File: src/rtl/risc_control_unit_pkg.sv
// Shared encodings for the RISC processing unit: opcodes, FSM states, bus-mux
// selects and instruction field positions.
package risc_control_unit_pkg;

    localparam int word_size  = 8;
    localparam int op_size    = 4;
    localparam int Sel1_size  = 3;
    localparam int Sel2_size  = 2;
    localparam int state_size = 4;

    // Instruction layout: [7:4] opcode, [3:2] src register, [1:0] dest register
    localparam int OP_MSB   = 7;
    localparam int OP_LSB   = 4;
    localparam int SRC_MSB  = 3;
    localparam int SRC_LSB  = 2;
    localparam int DEST_MSB = 1;
    localparam int DEST_LSB = 0;

    typedef enum logic [op_size-1:0] {
        OP_NOP = 4'd0,
        OP_ADD = 4'd1,
        OP_SUB = 4'd2,
        OP_AND = 4'd3,
        OP_NOT = 4'd4,
        OP_RD  = 4'd5,
        OP_WR  = 4'd6,
        OP_BR  = 4'd7,
        OP_BRZ = 4'd8
    } opcode_t;

    typedef enum logic [state_size-1:0] {
        S_idle = 4'd0,
        S_fet1 = 4'd1,
        S_fet2 = 4'd2,
        S_dec  = 4'd3,
        S_ex1  = 4'd4,
        S_rd1  = 4'd5,
        S_rd2  = 4'd6,
        S_wr1  = 4'd7,
        S_wr2  = 4'd8,
        S_br1  = 4'd9,
        S_br2  = 4'd10,
        S_halt = 4'd11
    } state_t;

    localparam logic [Sel1_size-1:0] SEL1_R0 = 3'd0;
    localparam logic [Sel1_size-1:0] SEL1_R1 = 3'd1;
    localparam logic [Sel1_size-1:0] SEL1_R2 = 3'd2;
    localparam logic [Sel1_size-1:0] SEL1_R3 = 3'd3;
    localparam logic [Sel1_size-1:0] SEL1_PC = 3'd4;

    localparam logic [Sel2_size-1:0] SEL2_ALU  = 2'd0;
    localparam logic [Sel2_size-1:0] SEL2_BUS1 = 2'd1;
    localparam logic [Sel2_size-1:0] SEL2_MEM  = 2'd2;

    // Register-file index to one-hot load vector {R3, R2, R1, R0}
    function automatic logic [3:0] reg_onehot(input logic [1:0] idx);
        return 4'b0001 << idx;
    endfunction

endpackage

File: src/rtl/risc_control_unit.sv
// Multi-cycle control FSM for the RISC processing unit: fetch, decode, then
// execute/memory/branch states, with a combinational strobe decoder.
module risc_control_unit
    import risc_control_unit_pkg::*;
(
    input  logic                 clk,
    input  logic                 rst,
    input  logic [word_size-1:0] instruction,
    input  logic                 Zflag,
    output logic                 Load_R0,
    output logic                 Load_R1,
    output logic                 Load_R2,
    output logic                 Load_R3,
    output logic                 Load_PC,
    output logic                 Inc_PC,
    output logic [Sel1_size-1:0] Sel_Bus_1_Mux,
    output logic [Sel2_size-1:0] Sel_Bus_2_Mux,
    output logic                 Load_IR,
    output logic                 Load_Add_R,
    output logic                 Load_Reg_Y,
    output logic                 Load_Reg_Z,
    output logic                 write,
    output logic                 halted
);

    state_t            state;
    logic [op_size-1:0] opcode;
    logic [1:0]         src;
    logic [1:0]         dest;
    logic [3:0]         load_r;

    assign opcode = instruction[OP_MSB:OP_LSB];
    assign src    = instruction[SRC_MSB:SRC_LSB];
    assign dest   = instruction[DEST_MSB:DEST_LSB];

    // NOTE: state is updated with non-blocking assignments so every reader sees
    // the pre-edge value; blocking here would create simulation races.
    always_ff @(posedge clk or posedge rst) begin
        if (rst) begin
            state <= S_idle;
        end else begin
            case (state)
                S_idle: state <= S_fet1;
                S_fet1: state <= S_fet2;
                S_fet2: state <= S_dec;
                S_dec: begin
                    case (opcode)
                        OP_NOP:                state <= S_fet1;
                        OP_ADD, OP_SUB, OP_AND: state <= S_ex1;
                        OP_NOT:                state <= S_fet1;
                        OP_RD:                 state <= S_rd1;
                        OP_WR:                 state <= S_wr1;
                        OP_BR:                 state <= S_br1;
                        OP_BRZ:                state <= Zflag ? S_br1 : S_fet1;
                        default:               state <= S_halt;
                    endcase
                end
                S_ex1:  state <= S_fet1;
                S_rd1:  state <= S_rd2;
                S_rd2:  state <= S_fet1;
                S_wr1:  state <= S_wr2;
                S_wr2:  state <= S_fet1;
                S_br1:  state <= S_br2;
                S_br2:  state <= S_fet1;
                S_halt: state <= S_halt;
                default: state <= S_halt;
            endcase
        end
    end

    // NOTE: every output gets a default before the case so no path leaves a
    // signal unassigned, which would otherwise infer a latch.
    always_comb begin
        load_r        = 4'b0000;
        Load_PC       = 1'b0;
        Inc_PC        = 1'b0;
        Sel_Bus_1_Mux = SEL1_R0;
        Sel_Bus_2_Mux = SEL2_ALU;
        Load_IR       = 1'b0;
        Load_Add_R    = 1'b0;
        Load_Reg_Y    = 1'b0;
        Load_Reg_Z    = 1'b0;
        write         = 1'b0;

        case (state)
            S_fet1: begin
                Sel_Bus_1_Mux = SEL1_PC;
                Sel_Bus_2_Mux = SEL2_BUS1;
                Load_Add_R    = 1'b1;
            end
            S_fet2: begin
                Sel_Bus_2_Mux = SEL2_MEM;
                Load_IR       = 1'b1;
                Inc_PC        = 1'b1;
            end
            S_dec: begin
                case (opcode)
                    OP_ADD, OP_SUB, OP_AND: begin
                        Sel_Bus_1_Mux = {1'b0, src};
                        Sel_Bus_2_Mux = SEL2_BUS1;
                        Load_Reg_Y    = 1'b1;
                    end
                    OP_NOT: begin
                        Sel_Bus_1_Mux = {1'b0, src};
                        Sel_Bus_2_Mux = SEL2_ALU;
                        Load_Reg_Z    = 1'b1;
                        load_r        = reg_onehot(dest);
                    end
                    OP_RD, OP_WR, OP_BR: begin
                        Sel_Bus_1_Mux = SEL1_PC;
                        Sel_Bus_2_Mux = SEL2_BUS1;
                        Load_Add_R    = 1'b1;
                    end
                    OP_BRZ: begin
                        // Not taken: step PC over the branch-target operand byte
                        if (Zflag) begin
                            Sel_Bus_1_Mux = SEL1_PC;
                            Sel_Bus_2_Mux = SEL2_BUS1;
                            Load_Add_R    = 1'b1;
                        end else begin
                            Inc_PC = 1'b1;
                        end
                    end
                    default: ;
                endcase
            end
            S_ex1: begin
                Sel_Bus_1_Mux = {1'b0, dest};
                Sel_Bus_2_Mux = SEL2_ALU;
                Load_Reg_Z    = 1'b1;
                load_r        = reg_onehot(dest);
            end
            S_rd1, S_wr1: begin
                Sel_Bus_2_Mux = SEL2_MEM;
                Load_Add_R    = 1'b1;
                Inc_PC        = 1'b1;
            end
            S_rd2: begin
                Sel_Bus_2_Mux = SEL2_MEM;
                load_r        = reg_onehot(dest);
            end
            S_wr2: begin
                Sel_Bus_1_Mux = {1'b0, src};
                write         = 1'b1;
            end
            S_br1: begin
                Sel_Bus_2_Mux = SEL2_MEM;
                Load_Add_R    = 1'b1;
            end
            S_br2: begin
                Sel_Bus_2_Mux = SEL2_MEM;
                Load_PC       = 1'b1;
            end
            default: ;
        endcase
    end

    assign {Load_R3, Load_R2, Load_R1, Load_R0} = load_r;
    assign halted = (state == S_halt);

endmodule

File: config.mk
export PLATFORM = sky130hd
export DESIGN_NAME = risc_control_unit
export DESIGN_NICKNAME = d
export VERILOG_FILES = /design/src/rtl/risc_control_unit_pkg.sv /design/src/rtl/risc_control_unit.sv
export SDC_FILE = /design/constraint.sdc
export NUM_CORES = 1
export LEC_CHECK = 0
export CORE_MARGIN = 2
export CORE_UTILIZATION = 38
export CTS_BUF_LIST = sky130_fd_sc_hd__clkbuf_16
export CTS_CLUSTER_SIZE = 12
export DETAILED_ROUTE_END_ITERATION = 12
export GPL_ROUTABILITY_DRIVEN = 0
export PLACE_DENSITY = 0.86
export SLEW_MARGIN = 20
export SYNTH_ARGS = -nofsm -noshare
export SYNTH_HDL_FRONTEND = slang
export SYNTH_SLANG_ARGS = --single-unit
File: constraint.sdc
create_clock -name clk -period 1.58 [get_ports clk]
set_input_delay 0.158 -clock clk [delete_from_list [all_inputs] [get_ports clk]]
set_output_delay 0.158 -clock clk [all_outputs]
set_load 0.01 [all_outputs]
# Yosys cells after proc, flatten, opt, wreduce, memory -nomap -nowiden
# Index checks and enable logic that the tools add are counted.
# classes
eq_ne,19
n_shift,1
n_mux,24
reduce_logical,12
# op_table
op,n
$eq A4 B3 Y1 const B,8
$pmux W4 S7,1
$pmux W4 S6,1
$eq A4 B4 Y1 const B,5
$eq A4 B2 Y1 const B,4
$pmux W3 S4,1
$reduce_or A6 Y1,2
$mux W1,10
$pmux W1 S2,5
$pmux W3 S3,1
$reduce_or A3 Y1,3
$eq A4 B1 Y1 const B,2
$logic_not A4 Y1,2
$mux W4,2
$pmux W4 S2,1
$reduce_or A4 Y1,2
$pmux W2 S3,1
$reduce_or A5 Y1,1
$reduce_or A2 Y1,2
$shl A1 B2 Y4 const A,1
$mux W3,1
# word_totals
regBits,4
input_bits,11
out_inout_bits,17
wordCells,57

# Depth between registers and ports, before layout
# depth
ltp_word,4
ltp_mapped,4
depth_no_buf,3

# Worst setup path before layout
# No wires, ideal clock.
# synth_timing
path_type,reg-to-output
from,register state[2]
to,output port Load_R1
arrival_time_ps,1449
required_ps,1422
setup_slack_ps,-27
path_stages_with_launch,5
n_path_buf,1
path_cell_list,dfrtp_1 > or2_1 > clkbuf_1 > o32a_1 > nor3b_1
# synth_between
elab_chain_cells,3
elab_cells_between_ends,5
classes_between,3 x eq/ne; 1 x mux; 1 x reduce/logical
# synth_lines
element,line,rtl
"start, declared",risc_control_unit.sv:26,state_t state;
"start signal, assigned",risc_control_unit.sv:40,state <= S_idle;
"start signal, assigned",risc_control_unit.sv:43,S_idle: state <= S_fet1;
"start signal, assigned",risc_control_unit.sv:44,S_fet1: state <= S_fet2;
$eq A4 B3 Y1,risc_control_unit.sv:85,case (state)
$reduce_or A2 Y1 (no line),-,
$pmux W4 S2 (*),risc_control_unit.sv:85,
"end, declared",risc_control_unit.sv:11,"output logic Load_R1,"
# Every way passes the cells marked *; elsewhere a longest branch is shown, timed or not.

# Worst setup path after layout
# layout_timing
from,register state[3]
to,output port Load_R2
# layout_between
elab_chain_cells,3
elab_cells_between_ends,5
classes_between,3 x eq/ne; 1 x mux; 1 x reduce/logical
# layout_lines
element,line,rtl
$eq A4 B3 Y1,risc_control_unit.sv:85,
$reduce_or A2 Y1 (no line),-,
$pmux W4 S2 (*),risc_control_unit.sv:85,
"end, declared",risc_control_unit.sv:12,"output logic Load_R2,"
# Marked as above.

==> impl_metrics.env <==
export IMPL_vias=839
export IMPL_wl_per_cell_um=16.17
export IMPL_p_comb_share_pct=15.6
export IMPL_avgSynthCellArea_um2=6.719
export IMPL_hp_class="in2async"
export IMPL_setup_viol=8
export IMPL_synthCells=81
export IMPL_grt_pass1_wl_mm=3.436
export IMPL_dr_first_iter_drc_count=21
export IMPL_max_stage_delay_ns=0.38
export IMPL_syn_area_um2=544.3
export IMPL_synth_seq_area_share_pct=18.39
export IMPL_drc_errors=0
export IMPL_via_per_inst=6.080
export IMPL_area_growth_pct=90.34
export IMPL_hold_buffers=0
export IMPL_die_area_um2=1751
export IMPL_nNetsFinal=136
export IMPL_start_kind="register"
export IMPL_fp_dieW_um=41.85
export IMPL_synth_fp_nets=92
export IMPL_cp_required_ns=1.42
export IMPL_drv_cap=0
export IMPL_wl_met2_mm=1.129
export IMPL_rr_worst_depth=5
export IMPL_setup_slack_ns=-0.2036
export IMPL_skew_ns=0.0007011
export IMPL_maxSlewViolCount=0
export IMPL_cts_htree_levels=1
export IMPL_hpwlAfterDp_mm=1.384
export IMPL_critPathMaxFanout=3
export IMPL_criticalPathCategory="reg2out"
export IMPL_synth_area_leaders="dfrtp_1, nand2_1, nor2_1"
export IMPL_clock_path_buffers=2
export IMPL_cts_tree="done"
export IMPL_clock_latency_ns=0.22
export IMPL_synthFlopType="dfrtp_1"
export IMPL_slowest_stage="dfrtp_1"
export IMPL_cts_buffers=3
export IMPL_top_regs="state x4"
export IMPL_synth_edf_count=0
export IMPL_die_height_um=41.85
export IMPL_synthDominantCellAreaShare_pct=18.39
export IMPL_holdWs_ns=0.1351
export IMPL_p_int_uw=474.6
export IMPL_overflow=0
export IMPL_violations="setup timing"
export IMPL_drt_first_pass_iters=4
export IMPL_antenna_left=0
export IMPL_rsz0062_at_grt="yes"
export IMPL_power_density_nw_per_um2=572.4
export IMPL_dp_worst_setup_slack_ns=-0.7362
export IMPL_finalHoldViolCount=0
export IMPL_ios=28
export IMPL_routed_wl_mm=2.231
export IMPL_grt_pass1_vias=827
export IMPL_routed_top_layer="met4"
export IMPL_seqPwrFrac_pct=17.4
export IMPL_min_period_ns=1.784
export IMPL_wl_met3_um=198
export IMPL_layout_drive_gt1_share_pct=45.53
export IMPL_slew_headroom_pct=76.33
export IMPL_synth_largest_area_cell="dfrtp_1"
export IMPL_clkPwrFrac_pct=67.0
export IMPL_antenna_diode_count=0
export IMPL_power_switching_uw=118.4
export IMPL_status="finished with violations"
export IMPL_start_util_pct=41.31
export IMPL_cts_clk_slew_worst_paths_ns=0.03
export IMPL_layout_cells_non_filler=138
export IMPL_clock_sinks=4
export IMPL_yosysWarnings=0
export IMPL_path_cells="or2_4, o32a_1, buf_6, nor3b_2, buf_2"
export IMPL_antenna_found_initial=0
export IMPL_p_sw_share_pct=19.97
export IMPL_synth_cell_types=35
export IMPL_wirelength_met1_um=805
export IMPL_largest_register_ffs=4
export IMPL_grt_max_degree=15
export IMPL_grtUsageTotal_pct=25.70
export IMPL_endpoint_kind="primary output"
export IMPL_max_freq_mhz=560.7
export IMPL_top_register="state"
export IMPL_synth_common_cells="nand2_1, nor2_1, clkbuf_1"
export IMPL_cts_root_buf="clkbuf_16"
export IMPL_p_leak_nw=0.4605
export IMPL_async_flop_share_pct=100.0
export IMPL_crit_arrival_ns=1.63
export IMPL_num_rows=13
export IMPL_synth_seq_cells=4
export IMPL_p_total_uw=593.0
export IMPL_ir_worst_vdd_v=0.0007134
export IMPL_post_route_period_util_pct=112.9
export IMPL_worstMarginPinSlew_ns=0.3518
export IMPL_dp_cells=130
export IMPL_core_um2=1318
export IMPL_portBuffers=27
power by group through the flow:
stage                     Clock (mW)  Combinational [mW]  Sequential [mW]
final                          0.397              0.0924            0.103
after detailed placement           0              0.0764            0.104
after global placement             0              0.0738            0.104
after CTS                      0.399              0.0870            0.103
after floorplan                    0              0.0292            0.104
after global routing           0.412              0.0983            0.103
cells by family (layout without fill, tap and decap cells):
logic type             Yosys count  count (layout)  synth area share (%)
buffers and inverters           11              53                 8.275
AND/OR/NAND/NOR                 42              42                 41.15
AO/OA/AOI/OAI                   24              24                 32.19
flip-flops                       4               4                 18.39
cell usage in the layout, fill, tap and decap left out, drive strengths merged:
cell type and n:
buf 32, nand2 9, nor2 9, clkdlybuf4s50 6
clkbuf 6, inv 4, nor2b 4, dfrtp 4
o21ai 4, a21oi 3, o2bb2ai 3, clkdlybuf4s15 3
or2 2, nand2b 2, nor3b 2, a32oi 2
a22oi 2, or3 2, a31oi 2, dlygate4sd2 2
or3b 2, nor3 2, nand3 2, nor4 2
nand3b 1, o32a 1, a21o 1, nor4b 1
o21a 1, nand4 1, a221oi 1, a211o 1
o311ai 1, and3 1, a31o 1, a41oi 1
area by class of cell:
cell class                      instances  area [um2]
Timing Repair Buffer                   46       346.6
Inverter                                4       15.01
Sequential cell                         4       100.1
Clock buffer                            3       75.07
Fill cell                              93       281.5
Tap cell                               15       18.77
Multi-Input combinational cell         66       480.5
critical path, delay by kind of cell, from the launching register on:
kind | cells | cell delay [ns]
AOI/OAI and AO/OA | 1 | 0.33
buffers and inverters | 2 | 0.29
DFF | 1 | 0.38
and+or+nand+nor | 2 | 0.39
routing by layer:
| metal | up-vias | GRT usage (%) |
|---|---|---|
| met2 | 50 | 45.31 |
| li1 | 387 | - |
| met5 | - | 0 |
| met4 | 0 | 18.06 |
| met3 | 12 | 7.826 |
| met1 | 390 | 25.13 |
stage by stage:
step	instance area, um2	setup TNS [ns]	utilization [%]
final	1036	-0.9253	78.63
after global routing	1036	-1.573	78.63
after CTS	1025	-0.7129	77.78
after detailed placement	908.4	-7.498	68.95
after global placement	908.4	-7.130	68.95
after floorplan	544.3	-0.05320	-
path summary, 6_finish.rpt:
| path | startpoint | endpoint | slack [ns] |
|---|---|---|---|
| max | state[3] | Load_R2 | -0.20 |
| min | rst | state[1] | 0.14 |
| max reg2reg | state[3] | state[2] | 0.09 |
| min reg2reg | state[0] | state[0] | 0.67 |
| max in group asynchronous | rst | state[0] | 1.29 |
| min in group clk | instruction[5] | state[3] | 0.56 |
repair_timing:
action                     4_1_cts  5_1_grt
pin swaps                        6        6
setup buffers                    4        2
setup endpoints to repair       17       15
resized for setup               78       15
Power figures use the tool's default switching activity.
